--- src/rtl/mem_access.sv ---
// Memory-access stage: issues RV32 loads/stores on a req/ack bus, aligns/extends load data, stalls while pending.
// Optional watchdog on unacknowledged requests is enabled with `define MEM_TIMEOUT_EN.
`ifndef ADDR_W
`define ADDR_W 32
`endif
`ifndef INSTR_W
`define INSTR_W 32
`endif
`ifndef WORD_W
`define WORD_W 32
`endif
`ifndef REG_IDX_W
`define REG_IDX_W 5
`endif
`ifndef DEST_SRC_W
`define DEST_SRC_W 2
`endif
`ifndef DEST_SRC_NONE
`define DEST_SRC_NONE 2'd0
`endif

module mem_access #(
    parameter int TIMEOUT_CYCLES = 16
) (
    input  logic                   clk,
    input  logic                   clr,
    input  logic                   stall,
    input  logic [`ADDR_W-1:0]     i_pc,
    input  logic [`INSTR_W-1:0]    i_instr,
    input  logic [`DEST_SRC_W-1:0] i_dest_src,
    input  logic [`REG_IDX_W-1:0]  i_dest_reg,
    input  logic [`WORD_W-1:0]     i_alu_eval,
    input  logic [`WORD_W-1:0]     i_store_data,
    output logic [`ADDR_W-1:0]     o_pc,
    output logic [`INSTR_W-1:0]    o_instr,
    output logic [`DEST_SRC_W-1:0] o_dest_src,
    output logic [`REG_IDX_W-1:0]  o_dest_reg,
    output logic [`WORD_W-1:0]     o_wb_data,
    output logic                   o_stall_req,
    output logic                   o_misalign,
    output logic                   o_mem_req,
    output logic                   o_mem_we,
    output logic [`ADDR_W-1:0]     o_mem_addr,
    output logic [3:0]             o_mem_be,
    output logic [`WORD_W-1:0]     o_mem_wdata,
    input  logic                   i_mem_ack,
    input  logic [`WORD_W-1:0]     i_mem_rdata
`ifdef MEM_TIMEOUT_EN
    ,
    output logic                   o_mem_fault
`endif
);

    localparam logic [6:0] OP_LOAD  = 7'b0000011;
    localparam logic [6:0] OP_STORE = 7'b0100011;

    typedef enum logic [1:0] {S_IDLE, S_REQ, S_DONE} state_t;

    function automatic logic misaligned(input logic [2:0] f3, input logic [1:0] a);
        case (f3[1:0])
            2'b00:   misaligned = 1'b0;
            2'b01:   misaligned = a[0];
            default: misaligned = (a != 2'b00);
        endcase
    endfunction

    function automatic logic [3:0] byte_en(input logic [2:0] f3, input logic [1:0] a);
        case (f3[1:0])
            2'b00:   byte_en = 4'b0001 << a;
            2'b01:   byte_en = a[1] ? 4'b1100 : 4'b0011;
            default: byte_en = 4'b1111;
        endcase
    endfunction

    function automatic logic [`WORD_W-1:0] store_lanes(input logic [2:0] f3, input logic [`WORD_W-1:0] d);
        case (f3[1:0])
            2'b00:   store_lanes = {4{d[7:0]}};
            2'b01:   store_lanes = {2{d[15:0]}};
            default: store_lanes = d;
        endcase
    endfunction

    // funct3[2] marks the unsigned variants (LBU/LHU)
    function automatic logic [`WORD_W-1:0] load_extend(input logic [2:0] f3, input logic [1:0] a,
                                                       input logic [`WORD_W-1:0] rd);
        logic [7:0]  b;
        logic [15:0] h;
        b = rd[{a, 3'b000} +: 8];
        h = a[1] ? rd[31:16] : rd[15:0];
        case (f3[1:0])
            2'b00:   load_extend = {{24{~f3[2] & b[7]}}, b};
            2'b01:   load_extend = {{16{~f3[2] & h[15]}}, h};
            default: load_extend = rd;
        endcase
    endfunction

    state_t                  r_state;
    logic [`ADDR_W-1:0]      r_pc;
    logic [`INSTR_W-1:0]     r_instr;
    logic [`DEST_SRC_W-1:0]  r_dest_src;
    logic [`REG_IDX_W-1:0]   r_dest_reg;
    logic [`WORD_W-1:0]      r_alu;
    logic [`WORD_W-1:0]      r_store;
    logic [`WORD_W-1:0]      r_load_data;

    logic [2:0] w_f3;
    logic       w_is_load;
    logic       w_is_store;
    logic       w_misalign;
    logic       w_in_go;
    logic       w_ack;
    logic       w_fault;
    logic [`WORD_W-1:0] w_wb;

    assign w_f3       = r_instr[14:12];
    assign w_is_load  = (r_instr[6:0] == OP_LOAD);
    assign w_is_store = (r_instr[6:0] == OP_STORE);
    assign w_misalign = (w_is_load | w_is_store) & misaligned(w_f3, r_alu[1:0]);
    assign w_in_go    = ((i_instr[6:0] == OP_LOAD) | (i_instr[6:0] == OP_STORE)) &
                        ~misaligned(i_instr[14:12], i_alu_eval[1:0]);
    assign w_ack      = (r_state == S_REQ) & i_mem_ack;

`ifdef MEM_TIMEOUT_EN
    localparam int CNT_W = $clog2(TIMEOUT_CYCLES + 1);
    logic [CNT_W-1:0] r_cnt;
    logic             r_fault;
    assign w_fault     = r_fault;
    assign o_mem_fault = r_fault;
`else
    assign w_fault = 1'b0;
`endif

    always_ff @(posedge clk) begin
        if (clr) begin
            r_state     <= S_IDLE;
            r_pc        <= '0;
            r_instr     <= '0;
            r_dest_src  <= `DEST_SRC_NONE;
            r_dest_reg  <= '0;
            r_alu       <= '0;
            r_store     <= '0;
            r_load_data <= '0;
`ifdef MEM_TIMEOUT_EN
            r_cnt       <= '0;
            r_fault     <= 1'b0;
`endif
        end else if (!stall) begin
            r_pc       <= i_pc;
            r_instr    <= i_instr;
            r_dest_src <= i_dest_src;
            r_dest_reg <= i_dest_reg;
            r_alu      <= i_alu_eval;
            r_store    <= i_store_data;
            r_state    <= w_in_go ? S_REQ : S_IDLE;
`ifdef MEM_TIMEOUT_EN
            r_cnt      <= '0;
            r_fault    <= 1'b0;
`endif
        end else if (r_state == S_REQ) begin
            // ack under an external stall: keep the data so it survives until capture
            if (i_mem_ack) begin
                r_load_data <= load_extend(w_f3, r_alu[1:0], i_mem_rdata);
                r_state     <= S_DONE;
            end
`ifdef MEM_TIMEOUT_EN
            else if (r_cnt == CNT_W'(TIMEOUT_CYCLES - 1)) begin
                r_state <= S_DONE;
                r_fault <= 1'b1;
            end else begin
                r_cnt <= r_cnt + 1'b1;
            end
`endif
        end
    end

    always_comb begin
        w_wb = r_alu;
        if (w_ack && w_is_load)
            w_wb = load_extend(w_f3, r_alu[1:0], i_mem_rdata);
        else if ((r_state == S_DONE) && w_is_load)
            w_wb = r_load_data;
        if (w_fault)
            w_wb = '0;
    end

    assign o_pc        = r_pc;
    assign o_instr     = r_instr;
    assign o_dest_reg  = r_dest_reg;
    assign o_dest_src  = (w_misalign | w_fault) ? `DEST_SRC_NONE : r_dest_src;
    assign o_wb_data   = w_wb;
    assign o_misalign  = w_misalign;
    assign o_mem_req   = (r_state == S_REQ);
    assign o_stall_req = (r_state == S_REQ) & ~i_mem_ack;
    assign o_mem_we    = w_is_store;
    assign o_mem_addr  = {r_alu[`ADDR_W-1:2], 2'b00};
    assign o_mem_be    = byte_en(w_f3, r_alu[1:0]);
    assign o_mem_wdata = store_lanes(w_f3, r_store);

endmodule
--- config.mk ---
export PLATFORM = sky130hd
export DESIGN_NAME = mem_access
export DESIGN_NICKNAME = d
export VERILOG_FILES = /design/src/rtl/mem_access.sv
export SDC_FILE = /design/constraint.sdc
export NUM_CORES = 1
export LEC_CHECK = 0
export CAP_MARGIN = 25
export CORE_MARGIN = 10
export CORE_UTILIZATION = 35
export DETAILED_ROUTE_END_ITERATION = 8
export GPL_ROUTABILITY_DRIVEN = 0
export PLACE_DENSITY = 0.7
export SLEW_MARGIN = 5
export SYNTH_ARGS = -nofsm -noshare
export SYNTH_HDL_FRONTEND = slang
export SYNTH_SLANG_ARGS = --single-unit
--- constraint.sdc ---
create_clock -name clk -period 3.38 [get_ports clk]
set_clock_uncertainty 0.2 [all_clocks]
set_input_delay 1.014 -clock clk [delete_from_list [all_inputs] [get_ports clk]]
set_output_delay 1.014 -clock clk [all_outputs]
set_load 0.1 [all_outputs]
==> flow_metrics.env, run 1 <==
export IMPL_status="finished, violations left"
export IMPL_violations="setup timing"
export IMPL_placed_cells=1456
export IMPL_max_freq_mhz=275
export IMPL_final_common_cell="buf_4"
export IMPL_ys_types=47
export IMPL_clk_latency_ps=410
export IMPL_critPathCapture="o_wb_data[16]"
export IMPL_crit_start="i_mem_rdata[23]"
export IMPL_io_buffers=343
export IMPL_drcViolationCount=0
export IMPL_chipHeight_um=171
export IMPL_fin_setup_tns_ps=-6230
export IMPL_timing_rr_start="r_alu[0]$_SDFFE_PP0N_"
export IMPL_slowest_delay_ps=260
export IMPL_avgRoutedWirePerCell_um=21.6
export IMPL_slowest_stage="a31oi_4"
export IMPL_worst_pin_slew_ps=700
export IMPL_r2r_end="r_load_data[17]$_SDFFE_PP0P_"
export IMPL_cts_sinks=169
export IMPL_yosysWarnings=0
export IMPL_cp_top_family="buffers and inverters"
export IMPL_drive_gt1_share_pct=36.3
export IMPL_track_usage_pct=21.3
export IMPL_intPower_uw=3870
export IMPL_required_ps=2170
export IMPL_cp_end_kind="primary output"
export IMPL_num_vias=7851
export IMPL_die_x_um=171
export IMPL_regToRegSetupSlack_ps=1080
export IMPL_postPlaceCellArea_um2=12700
export IMPL_dr_pass1_iters=5
export IMPL_final_cell_mix="buf_4, nor2_1, dfxtp_1"
export IMPL_clkTransAtPathRegs_ps=70
export IMPL_maxSlewHeadroom_pct=53.3
export IMPL_p_per_area_nw_per_um2=445
export IMPL_clockBufferDepth=2
export IMPL_reg2regPathDepth=9
export IMPL_syn_area_per_cell_um2=9.23
export IMPL_ir_drop_v=0.000323
export IMPL_crit_cells=9
export IMPL_areaGrowthSynthToFinish_pct=77.4
export IMPL_finalSetupViolations=32
export IMPL_start_kind="input port"
export IMPL_netlist_area_um2=7990
export IMPL_io_pins=346
export IMPL_fin_area_um2=14200
export IMPL_holdWs_ps=289
export IMPL_antenna_found_initial=5
export IMPL_fin_nets=1399
export IMPL_syn_inst=865
export IMPL_critPathArrivalTime_ps=2420
export IMPL_die_area_um2=29300
export IMPL_grt_pass1_vias=8075
export IMPL_fin_crit_sh_pct=107
export IMPL_sw_frac_of_total_pct=38.7
export IMPL_maxCapViolCount=0
export IMPL_initial_core_util_pct=35.4
export IMPL_fin_crit_ps=3630
export IMPL_final_cells=1528
export IMPL_cp_max_fo=6
export IMPL_core_area_um2=22600
export IMPL_path_cells="buf_6 -> mux2i_2 -> nor4_2 -> buf_4 -> a31oi_4 -> buf_6 -> buf_12 -> a32oi_4 -> buf_12"
export IMPL_drtIter0Drc=566
export IMPL_finalMaxSlewViolations=0
export IMPL_clockPowerShare_pct=30.6
export IMPL_hold_violations=0
export IMPL_cp_num_buf_inv=5
export IMPL_grt_setup_unrepaired="true"
export IMPL_setup_slack_ps=-251
export IMPL_rows=55
export IMPL_crit_type="input port to primary output"
export IMPL_leakage_uw=0.00597
export IMPL_power_switching_uw=2440
export IMPL_routed_wl_um=33000
export IMPL_seq_power_share_pct=34.2
export IMPL_pwr_share_comb_pct=35.1
export IMPL_cts_buffers=17
export IMPL_cts_root_buf="clkbuf_16"
export IMPL_hpwl_um=23200
export IMPL_yosysSeqAreaShare_pct=42.4
export IMPL_viasPerCell=5.14
export IMPL_gr_total_overflow=0
export IMPL_grt_max_degree=85
export IMPL_min_path_type="register to register"
export IMPL_postRouteAntennaNets=0
export IMPL_grt_pass1_wl_um=48100
export IMPL_htreeDepth=4
export IMPL_synth_seq_cells=169
export IMPL_pre_cts_slack_ps=-770
export IMPL_cts_tree="built"
## layer usage
layer  share of wire (%)  global-route usage [%]  up-vias
met5               0.067                       0        -
met4                 1.8                    5.67        4
met3                  11                    9.63       40
met2                  50                    36.6      329
met1                  37                    23.3     3739
li1                    -                       -     3739
## worst reg2reg max path: cells and delay by family (launching register included)
kind | cells | cell delay (ps)
simple gates | 2 | 560
flops | 1 | 380
buf+inv | 5 | 730
compound gates | 2 | 320
## Yosys cell counts (all sizes together)
cell     instances  share of area (%)
a211oi          14                1.3
a21o             3               0.28
a21oi           29                1.9
a221oi           8                1.4
a22o             7               0.77
a22oi           13                1.2
a311oi          16                1.8
a31oi           11               0.86
a32o             1               0.13
a32oi           11                1.2
and2             3               0.23
and3             2               0.16
and3b            1               0.11
and4             1               0.11
and4b            1               0.13
buf             82                6.6
clkbuf          31                1.5
conb             1              0.047
dfxtp          169                 42
inv              8               0.38
mux2            17                2.4
mux2i          157                 20
mux4             1               0.28
nand2           57                2.7
nand2b          13                1.0
nand3            3               0.19
nand3b           1              0.094
nand4            1              0.078
nor2           163                7.7
nor2b            5               0.39
nor3             1              0.063
nor3b            3               0.34
nor4             1              0.078
nor4bb           2               0.25
o21ai           10               0.63
o221ai           8               0.88
o22ai            7               0.55
o2bb2ai          1               0.11
or2              1              0.078
or4              1              0.094
## repair_timing
item                       4_1_cts  5_1_grt
cloned                           9        1
hold endpoints to repair         0        0
buffers inserted                24       11
hold buffers                     0        0
setup endpoints to repair       34       42
pin swaps                       32       21
gates resized for setup         92       37
## cell type report
class	count	area, um2
Clock inverter	13	128
Sequential cell	169	3410
Tap cell	285	357
Inverter	8	30.0
Antenna cell	2	5.00
Timing Repair Buffer	456	5040
Multi-Input combinational cell	576	4760
Fill cell	1830	8400
Clock buffer	19	443
## power groups by stage
stage,registers [uW],logic (uW),clock network [uW]
finish,2160,2220,1940
global route,2180,2300,2070
CTS,2170,2200,1980
detailed placement,2210,2130,0
global placement,2200,2120,0
floorplan,2530,1080,0
## logic make-up after synthesis
kind of cell           synth area share (%)
DFF                                    42.4
muxes                                  22.4
AOI/OAI and AO/OA                      13.0
buffers and inverters                  8.47
other                                0.0469
and+or+nand+nor                        13.8
## per-stage QoR
stage	utilization [%]	total power, uW
5_1_grt	62.8	6540
6_report	62.8	6310
2_1_floorplan	-	3610
3_5_place_dp	56.4	4340
3_3_place_gp	56.4	4330
4_1_cts	62.0	6350
## worst min path at each step
stage | startpoint | end | slack (ps) | cells past startpoint
after floorplan | r_dest_src[0]$_SDFFE_PP0N_ | r_dest_src[0]$_SDFFE_PP0N_ | 250 | 2
after global placement | r_dest_src[0]$_SDFFE_PP0N_ | r_dest_src[0]$_SDFFE_PP0N_ | 270 | 2
after detailed placement | r_dest_src[0]$_SDFFE_PP0N_ | r_dest_src[0]$_SDFFE_PP0N_ | 280 | 2
after CTS | r_load_data[4]$_SDFFE_PP0P_ | r_load_data[4]$_SDFFE_PP0P_ | 290 | 2
after global routing | r_dest_src[0]$_SDFFE_PP0N_ | r_dest_src[0]$_SDFFE_PP0N_ | 330 | 2
final | r_dest_src[0]$_SDFFE_PP0N_ | r_dest_src[0]$_SDFFE_PP0N_ | 290 | 2
(Power assumes the default switching activity.)
==> run 2: changes to the inputs <==
- PLACE_DENSITY: 0.7 -> default
- PLACE_DENSITY_LB_ADDON: default -> 0.25
==> flow_metrics.env, run 2 (synthesis results as in run 1) <==
export IMPL_status="finished, violations left"
export IMPL_violations="setup timing"
export IMPL_required_ps=2170
export IMPL_fin_setup_tns_ps=-5830
export IMPL_num_vias=7730
export IMPL_grt_setup_unrepaired="true"
export IMPL_dr_pass1_iters=5
export IMPL_finalMaxSlewViolations=0
export IMPL_placed_cells=1448
export IMPL_grt_max_degree=93
export IMPL_regArea_um2=3400
export IMPL_areaGrowthSynthToFinish_pct=76.9
export IMPL_drcViolationCount=0
export IMPL_regToRegSetupSlack_ps=1070
export IMPL_htreeDepth=4
export IMPL_rows=55
export IMPL_clockBufferDepth=2
export IMPL_finalSetupViolations=32
export IMPL_ir_drop_v=0.000289
export IMPL_fin_nets=1386
export IMPL_cts_sinks=169
export IMPL_avgRoutedWirePerCell_um=21.3
export IMPL_cp_end_kind="primary output"
export IMPL_totalPowerFinal_uw=6300
export IMPL_crit_type="input port to primary output"
export IMPL_routed_wl_um=32300
export IMPL_clk_latency_ps=420
export IMPL_core_area_um2=22600
export IMPL_cts_root_buf="clkbuf_16"
export IMPL_track_usage_pct=21.1
export IMPL_fin_crit_ps=3630
export IMPL_postPlaceCellArea_um2=12700
export IMPL_fin_crit_sh_pct=107
export IMPL_slowest_stage="mux4_2"
export IMPL_crit_cells=6
export IMPL_min_from="r_load_data[4]$_SDFFE_PP0P_"
export IMPL_cp_top_family="multiplexers"
export IMPL_slowest_delay_ps=460
export IMPL_cp_num_buf_inv=2
export IMPL_cp_max_fo=7
export IMPL_grt_pass1_wl_um=47600
export IMPL_hold_end="r_load_data[4]$_SDFFE_PP0P_"
export IMPL_drtIter0Drc=356
export IMPL_gr_total_overflow=0
export IMPL_die_x_um=171
export IMPL_final_common_cell="buf_4"
export IMPL_timing_rr_start="r_alu[1]$_SDFFE_PP0N_"
export IMPL_hpwl_um=23100
export IMPL_r2r_end="r_load_data[21]$_SDFFE_PP0P_"
export IMPL_start_kind="input port"
export IMPL_clkTransAtPathRegs_ps=70
export IMPL_drive_gt1_share_pct=35.3
export IMPL_leakage_uw=0.00595
export IMPL_setup_slack_ps=-251
export IMPL_io_pins=346
export IMPL_path_cells="buf_6 -> mux4_2 -> and3b_4 -> a221oi_4 -> mux2i_4 -> buf_12"
export IMPL_min_path_type="register to register"
export IMPL_reg2regPathDepth=8
export IMPL_fin_area_um2=14100
export IMPL_final_cell_mix="buf_4, nor2_1, dfxtp_1"
export IMPL_cts_tree="built"
export IMPL_p_per_area_nw_per_um2=446
export IMPL_critPathArrivalTime_ps=2420
export IMPL_hold_path_depth=2
export IMPL_multiInputGateArea_um2=4800
export IMPL_chipHeight_um=171
export IMPL_max_freq_mhz=275
export IMPL_worst_pin_slew_ps=674
export IMPL_maxCapViolCount=0
export IMPL_final_cells=1515
export IMPL_cts_buffers=17
export IMPL_grt_pass1_vias=7832
export IMPL_antenna_found_initial=1
export IMPL_fillCellCount=1850
export IMPL_viasPerCell=5.10
export IMPL_die_area_um2=29300
export IMPL_postRouteAntennaNets=0
export IMPL_maxSlewHeadroom_pct=55.0
export IMPL_ctsHoldBuffers=0
export IMPL_io_buffers=343
export IMPL_initial_core_util_pct=35.4
export IMPL_hold_violations=0
==> run 2: what timing repair did <==
action,CTS,global route
cloned,8,1
resized for setup,101,31
setup buffers,28,4
pin swaps,39,16
endpoints found under the hold margin,0,0
endpoints found under the setup margin,32,37
==> run 2: worst register-to-register path: stages (launching register included) <==
cell and delay (ps):
dfxtp_1 400, buf_8 220, mux2_4 360, a31oi_4 300
buf_6 160, buf_16 100, buf_4 210, buf_4 150
a311oi_1 80
==> run 2: layout make-up <==
| type | count | area share (%) |
|---|---|---|
| timing repair buffer | 443 | 35.1 |
| clock inverter | 15 | 1.05 |
| tap | 285 | 2.52 |
| sequential | 169 | 24.1 |
| multi-input combinational | 576 | 34.0 |
| antenna | 2 | 0.0354 |
| clock buffer | 17 | 3.01 |
| inverter | 8 | 0.239 |
==> run 2: power breakdown <==
part	internal, uW	switching (uW)
Clock	987	955
Sequential	2090	75.3
Combinational	772	1430
==> run 2: per-stage QoR <==
step | hold slack, ps | utilization, % | worst slack [ps]
after floorplan | 255 | - | -375
after global placement | 267 | 56.1 | -696
after detailed placement | 277 | 56.1 | -723
after CTS | 294 | 61.9 | -297
after global routing | 322 | 62.6 | -292
final | 293 | 62.6 | -251
==> run 2: worst max-delay path by stage <==
| stage | start | to | slack [ps] |
|---|---|---|---|
| after floorplan | i_mem_ack | o_wb_data[15] | -380 |
| after global placement | i_mem_rdata[31] | o_wb_data[13] | -700 |
| after detailed placement | i_mem_rdata[7] | o_wb_data[13] | -720 |
| after CTS | i_mem_rdata[31] | o_wb_data[13] | -300 |
| after global routing | i_mem_rdata[31] | o_wb_data[13] | -290 |
| final | i_mem_rdata[31] | o_wb_data[13] | -250 |
==> run 2: layer usage <==
metal  track usage, %  vias up  part of all wire [%]
li1                 -     3715                     -
met4             6.31        0                   1.9
met5                0        -                     0
met3             8.80       33                    11
met1             23.4     3679                    38
met2             36.2      303                    50
